File: src/rtl/jam_cost_responder.sv
// rtl/jam_cost_responder.sv - 8x8 worker/job cost table: streamed load, same-cycle lookup, load checksum and wrap counter
module jam_cost_responder #(
    parameter int COST_W = 7,
    parameter int CNT_W  = 16
) (
    input  logic              CLK,
    input  logic              RST,
    input  logic              LdStart,
    input  logic              LdValid,
    input  logic [COST_W-1:0] LdData,
    output logic              LdReady,
    output logic              TableReady,
    input  logic [2:0]        W,
    input  logic [2:0]        J,
    output logic [COST_W-1:0] Cost,
    output logic [12:0]       Checksum,
    output logic [CNT_W-1:0]  PermCount
);

    typedef enum logic [1:0] {IDLE, LOAD, SERVE} state_t;

    state_t            state;
    logic [5:0]        addr;
    logic [2:0]        prev_w;
    logic [COST_W-1:0] cost_tbl [0:63];
    logic              accept;
    logic              wrap;
    logic [CNT_W-1:0]  cnt_max;

    assign accept  = LdValid && LdReady;
    assign wrap    = (prev_w == 3'd7) && (W == 3'd0);
    assign cnt_max = '1;

    // The engine samples Cost the cycle after it registers W/J, so no pipeline stage here
    assign Cost = TableReady ? cost_tbl[{W, J}] : '0;

    always_ff @(posedge CLK) begin
        if (RST) begin
            state      <= IDLE;
            addr       <= 6'd0;
            prev_w     <= 3'd0;
            Checksum   <= 13'd0;
            PermCount  <= '0;
            LdReady    <= 1'b0;
            TableReady <= 1'b0;
            for (int i = 0; i < 64; i++) begin
                cost_tbl[i] <= '0;
            end
        end else begin
            prev_w <= W;
            if (LdStart) begin
                state      <= LOAD;
                addr       <= 6'd0;
                Checksum   <= 13'd0;
                PermCount  <= '0;
                LdReady    <= 1'b1;
                TableReady <= 1'b0;
            end else begin
                case (state)
                    LOAD: begin
                        if (accept) begin
                            cost_tbl[addr] <= LdData;
                            addr           <= addr + 6'd1;
                            Checksum       <= Checksum + 13'(LdData);
                            if (addr == 6'd63) begin
                                state      <= SERVE;
                                LdReady    <= 1'b0;
                                TableReady <= 1'b1;
                            end
                        end
                    end
                    SERVE: begin
                        if (wrap && (PermCount != cnt_max)) begin
                            PermCount <= PermCount + {{(CNT_W-1){1'b0}}, 1'b1};
                        end
                    end
                    default: ;
                endcase
            end
        end
    end

endmodule

File: config.mk
export PLATFORM = sky130hd
export DESIGN_NAME = jam_cost_responder
export DESIGN_NICKNAME = d
export VERILOG_FILES = /design/src/rtl/jam_cost_responder.sv
export SDC_FILE = /design/constraint.sdc
export NUM_CORES = 1
export LEC_CHECK = 0
export ABC_AREA = 0
export BUFFER_PORTS_ARGS = -buffer_cell sky130_fd_sc_hd__clkbuf_2
export CAP_MARGIN = 40
export CORE_UTILIZATION = 53
export CTS_BUF_LIST = sky130_fd_sc_hd__clkbuf_16
export CTS_CLUSTER_DIAMETER = 50
export DETAILED_ROUTE_END_ITERATION = 8
export GPL_ROUTABILITY_DRIVEN = 0
export PLACE_DENSITY = 0.7
export SLEW_MARGIN = 20
export SYNTH_ARGS = -nofsm -noshare
export SYNTH_HDL_FRONTEND = slang
export SYNTH_SLANG_ARGS = --single-unit
File: constraint.sdc
create_clock -name CLK -period 9.24 [get_ports CLK]
set_input_delay 2.772 -clock CLK [delete_from_list [all_inputs] [get_ports CLK]]
set_output_delay 2.772 -clock CLK [all_outputs]
set_load 0.01 [all_outputs]
==> results of run 1 <==
## worst paths after layout
| kind | from | endpoint |
|---|---|---|
| worst max-delay path | J[1] | Cost[3] |
| worst min-delay path | Checksum[2]$_SDFFE_PP0N_ | Checksum[2]$_SDFFE_PP0N_ |
| worst max register to register | state[1]$_SDFFE_PP0P_ | cost_tbl[19][5]$_SDFFCE_PN0P_ |
| worst min register to register | Checksum[2]$_SDFFE_PP0N_ | Checksum[2]$_SDFFE_PP0N_ |
## state kept, by name (all words and copies together), names as in the netlist
signal and count:
state 2, PermCount 16, prev_w 3, cost_tbl 448, Checksum 13, addr 6
## metal layers
layer | track usage, % | wire length, um | part of all wire [%] | vias to the layer above
met5 | 0 | 27 | 0.048 | -
met4 | 8.21 | 1630 | 2.9 | 4
met3 | 5.27 | 4780 | 8.6 | 95
met2 | 41.7 | 26800 | 48 | 604
met1 | 36.3 | 22500 | 40 | 6762
li1 | - | - | - | 5922
## placed cells by master, fill, tap and decap left out, types with 3 or more instances in the layout
cell and instances:
mux4_2 121, inv_1 14, nand4_1 7, nor2_1 101
a221oi_1 4, nor3_1 70, nand2_1 42, clkbuf_16 51
clkinvlp_4 7, a21oi_1 21, and3_1 3, clkinv_2 11
nor2b_1 8, bufinv_16 9, or2_2 67, mux4_1 3
o21ai_0 11, xor2_1 8, buf_12 4, clkbuf_2 52
and4_1 3, mux2i_1 22, a211oi_1 3, ha_1 9
clkinv_1 7, o21ai_1 4, a22oi_1 6, nand3b_1 4
mux2_2 5, or3_1 8, dfxtp_1 40, nand3_1 18
edfxtp_1 448, buf_4 19, and2_1 387, xnor2_1 15
## kinds of logic (layout without fill, tap and decap cells)
family                   count (synthesis)  after routing  share of synthesized area, %
AO/OA/AOI/OAI                           68             68                          1.94
XOR/XNOR                                23             23                         0.878
adder cells (fa/ha/maj)                 10             10                         0.578
buffers and inverters                  134            185                          2.88
flip-flops                             488            488                          62.2
multiplexers                           151            151                          13.4
other                                    0              1                             0
AND/OR/NAND/NOR                        732            732                          18.1
## final cells by class
type                            count  share of cell area [%]
Clock buffer                       51                    5.03
Clock inverter                     42                    1.79
Timing Repair Buffer               80                    2.28
Multi-Input combinational cell    984                    31.6
Sequential cell                   488                    56.2
Tap cell                          577                    2.85
Inverter                           12                   0.178
Antenna cell                        1                 0.00987
## worst max-delay path: cells and delay by family
family                 cells  cell delay [ns]
muxes                      3             0.96
buffers and inverters      5             1.38
AOI/OAI and AO/OA          1             0.22
## through the flow
step	worst slack [ns]	power [mW]	util, %
2_1_floorplan	2.00	2.78	-
3_3_place_gp	1.09	2.88	55.6
3_5_place_dp	1.09	2.89	55.7
4_1_cts	1.09	4.99	59.8
5_1_grt	0.921	5.10	59.9
6_report	1.07	4.97	59.9
## report_power, final
group | switching [mW] | leakage (nW) | total, mW | internal, mW
logic | 0.182 | 3.26 | 0.311 | 0.128
registers | 0.0356 | 4.68 | 2.53 | 2.50
clock network | 0.871 | 0.849 | 2.13 | 1.26
total | 1.09 | 8.79 | 4.97 | 3.88
==> impl_metrics.json, run 1 <==
{
  "cts_made_buffers": 50,
  "min_path_type": "reg -> reg",
  "finClkSkew_ns": 0.0258,
  "synth_warnings": 0,
  "peakVddDrop_mv": 0.182,
  "end_kind": "primary output",
  "drive_above_1_share_pct": 22.0,
  "tns_ns": 0,
  "synth.most_common_cell": "edfxtp_1",
  "grt_start_max_net_pins": 72,
  "slew_headroom_pct": 41.3,
  "multi_input_area_um2": 8020,
  "die_w_um": 210,
  "dp_hpwl_um": 35600,
  "antenna_found_initial": 3,
  "core-area_um2": 42300,
  "ys_types": 63,
  "status": "complete, no violations",
  "antenna_left": 0,
  "synth_top_area_share_pct": 58.7,
  "holdWs_ns": 0.475,
  "syn_area_per_cell_um2": 14.3,
  "tritoncts": "built",
  "critPathLaunchType": "input port",
  "max_cap_viol_count": 0,
  "ys_seq_area_share_pct": 62.2,
  "avgViaCountPerCell": 5.99,
  "drv_slew": 0,
  "fp.dieH_um": 210,
  "setup-violations-final": 0,
  "path_cells": "buf_4 > buf_12 > buf_12 > buf_4 > mux4_2 > mux4_2 > mux2i_1 > o21ai_0 > clkbuf_2",
  "yosys-top-cells-area": "edfxtp_1, mux4_2, and2_1, dfxtp_1, or2_2",
  "grt_pass1_vias": 13400,
  "grt_util_all_layers_pct": 26.1,
  "seqCellArea_um2": 14300,
  "cts_setup_buffers": 0,
  "arrival_ns": 5.40,
  "hold_path_depth": 2,
  "drc": 0,
  "synth_edf_count": 448,
  "final_area_um2": 25400,
  "overflow": 0,
  "worstRegToRegCells": 7,
  "area_growth_pct": 10.5,
  "cpPeakStageDelay_ns": 0.47,
  "synth_ff_type": "edfxtp_1",
  "hold_buffers": 0,
  "regToRegSetupSlack_ns": 5.59,
  "io_pins": 55,
  "synthCells": 1606,
  "period_share_pct": 88.4,
  "synth_nets": 1633,
  "clkTransAtPathRegs_ns": 0.06,
  "synth-async-reset-ratio_pct": 0,
  "placedCellCount": 2139,
  "drt_iter0_markers": 1197,
  "detail_route.wl_per_cell_um": 24.9,
  "post_dp_cell_area_um2": 23600,
  "syn_area_um2": 22900,
  "htree_num_levels": 2,
  "synth_top_area_cell": "edfxtp_1",
  "crit_fanout": 38,
  "io_buffers": 54,
  "min_period_ns": 8.17,
  "rows": 75,
  "p_per_area_nw_per_um2": 196,
  "grt_pass1_wl_um": 84600,
  "tightestPinTransition_ns": 0.880,
  "crit_path_top_delay_cell": "mux4_2",
  "power.leakage_nw": 8.79,
  "cts_sinks": 488,
  "final_hold_viol_count": 0,
  "initial_core_util_pct": 54.2,
  "cts_root_buffer": "clkbuf_16",
  "ys_ff_latch": 488,
  "rsz0062_at_grt": "false",
  "setup.worst_path.class": "in -> out",
  "vias": 13400,
  "drt_wl_total_um": 55700,
  "fmax_ghz": 0.122,
  "firstDrtPassIters": 5,
  "dieArea_um2": 44100,
  "fin_cells": 2235,
  "crit_required_ns": 6.47,
  "fillers": 3233,
  "insertion_delay_ns": 0.59,
  "synth.top_cells.by_count": "edfxtp_1, and2_1, mux4_2, nor2_1, clkbuf_1",
  "cts.repair.resized": 0,
  "cts_buffer_depth": 3,
  "nets": 1643
}
Power figures use the tool's default switching activity.
==> run 2: changes to the inputs <==
Settings changed: GPL_TIMING_DRIVEN set to 0.
==> run 2 against run 1 <==
Sequential share of layout area fell by 1.0 points. First-iteration DRC count rose by 58%. Die area did not move. Routed wire length rose by 19%. Clock skew fell by 0.0084 ns. Final area rose by 1.9%. Largest cell class unchanged. Via count rose by 8.5%. Largest power group unchanged. Sequential cell count did not move. Non-clock buffer count rose by 109. Highest routed layer unchanged.
==> impl_metrics.json, run 2 (synthesis gave the netlist of run 1 again) <==
{
  "cts_root_buffer": "clkbuf_16",
  "hold_path_depth": 2,
  "fin_cells": 2349,
  "antenna_left": 0,
  "min_to": "Checksum[2]$_SDFFE_PP0N_",
  "final_cell_mix": "edfxtp_1, and2_1, mux4_2",
  "firstDrtPassIters": 7,
  "largest_register_ffs": 448,
  "drc": 0,
  "end_kind": "primary output",
  "nets": 1755,
  "htree_num_levels": 2,
  "top_regs": "cost_tbl x448, PermCount x16, Checksum x13",
  "core-area_um2": 42300,
  "use_met2_pct": 48.6,
  "detail_route.wl_per_cell_um": 28.2,
  "cts_setup_buffers": 0,
  "final_common_cell": "edfxtp_1",
  "regToRegSetupSlack_ns": 5.69,
  "hold_start": "Checksum[2]$_SDFFE_PP0N_",
  "setup-violations-final": 0,
  "dieArea_um2": 44100,
  "cts_made_buffers": 53,
  "post_dp_cell_area_um2": 24100,
  "tritoncts": "built",
  "tightestPinTransition_ns": 1.02,
  "crit_required_ns": 6.47,
  "top_register": "cost_tbl",
  "placedCellCount": 2249,
  "status": "complete, no violations",
  "io_buffers": 50,
  "diodes": 0,
  "grt_start_max_net_pins": 15,
  "drive_above_1_share_pct": 21.4,
  "cts_sinks": 488,
  "setup.worst_path.class": "in -> out",
  "slew_headroom_pct": 32.3,
  "grt_pass1_vias": 14200,
  "final_hold_viol_count": 0,
  "crit_fanout": 10,
  "p_per_area_nw_per_um2": 194,
  "worstRegToRegCells": 8,
  "arrival_ns": 5.68,
  "use_met3_pct": 5.69,
  "fp.dieH_um": 210,
  "cts_buffer_depth": 3,
  "rsz0062_at_grt": "false",
  "timing.rr.start": "state[1]$_SDFFE_PP0P_",
  "fmax_ghz": 0.118,
  "drt_iter0_markers": 1886,
  "drt_wl_total_um": 66200,
  "peakVddDrop_mv": 0.167,
  "min_period_ns": 8.45,
  "antenna_found_initial": 4,
  "final_area_um2": 25800,
  "max_cap_viol_count": 0,
  "critPathLaunchType": "input port",
  "rows": 75,
  "finClkSkew_ns": 0.0175,
  "grtUsageMet1_pct": 41.9,
  "tns_ns": 0,
  "insertion_delay_ns": 0.60,
  "grt_pass1_wl_um": 95400,
  "dp_hpwl_um": 46600,
  "grt_util_all_layers_pct": 30.7,
  "initial_core_util_pct": 54.2,
  "power.leakage_nw": 9.01,
  "avgViaCountPerCell": 6.18,
  "overflow": 0,
  "io_pins": 55,
  "r2r_end": "cost_tbl[14][2]$_SDFFCE_PN0P_",
  "clkTransAtPathRegs_ns": 0.06,
  "cts.repair.resized": 0,
  "min_path_type": "reg -> reg",
  "period_share_pct": 91.5,
  "die_w_um": 210,
  "drv_slew": 0,
  "hold_buffers": 0,
  "top_usage_layer": "met2",
  "area_growth_pct": 12.6,
  "vias": 14500
}
## run 2: worst max path at each step
| stage | cells after the start | startpoint | to |
|---|---|---|---|
| final | 9 | J[1] | Cost[1] |
| after global placement | 10 | J[1] | Cost[1] |
| after CTS | 9 | J[1] | Cost[1] |
| after global routing | 9 | J[1] | Cost[1] |
| after floorplan | 7 | J[1] | Cost[6] |
| after detailed placement | 9 | J[1] | Cost[1] |
## run 2: where the power goes
part           internal [mW]  switching (mW)
combinational          0.139           0.225
sequential              2.50          0.0274
clock                   1.22           0.903
total                   3.86            1.15
## run 2: layer usage
layer	wire, um	vias up
met5	14	-
met1	24700	7254
met4	3030	2
met3	7410	181
met2	31100	929
li1	-	6155
## run 2: layout make-up
type / instances / area, um2
fillers: 3254 / 16500
flip-flops and latches: 488 / 14300
clock buffers: 55 / 1380
well taps: 577 / 722
multi-input cells: 984 / 8020
repair buffers: 67 / 442
inverters: 12 / 45.0
plain buffers: 122 / 617
clock inverters: 44 / 353
## run 2: critical path, cell delays in order
cell and delay (ns):
buf_4 0.13, buf_2 0.40, buf_2 0.52, buf_2 0.47
a21oi_1 0.09, o31ai_1 0.36, a21oi_1 0.15, nor3_1 0.54
clkbuf_2 0.24
## run 2: stage by stage
step	setup WS [ns]	hold slack (ns)	util (%)	power, mW
2_1_floorplan	2.00	0.491	-	2.78
3_3_place_gp	0.746	0.460	56.5	2.91
3_5_place_dp	0.852	0.466	56.9	2.93
4_1_cts	0.836	0.478	61.0	5.01
5_1_grt	0.800	0.496	61.0	5.12
6_report	0.786	0.475	61.0	5.01
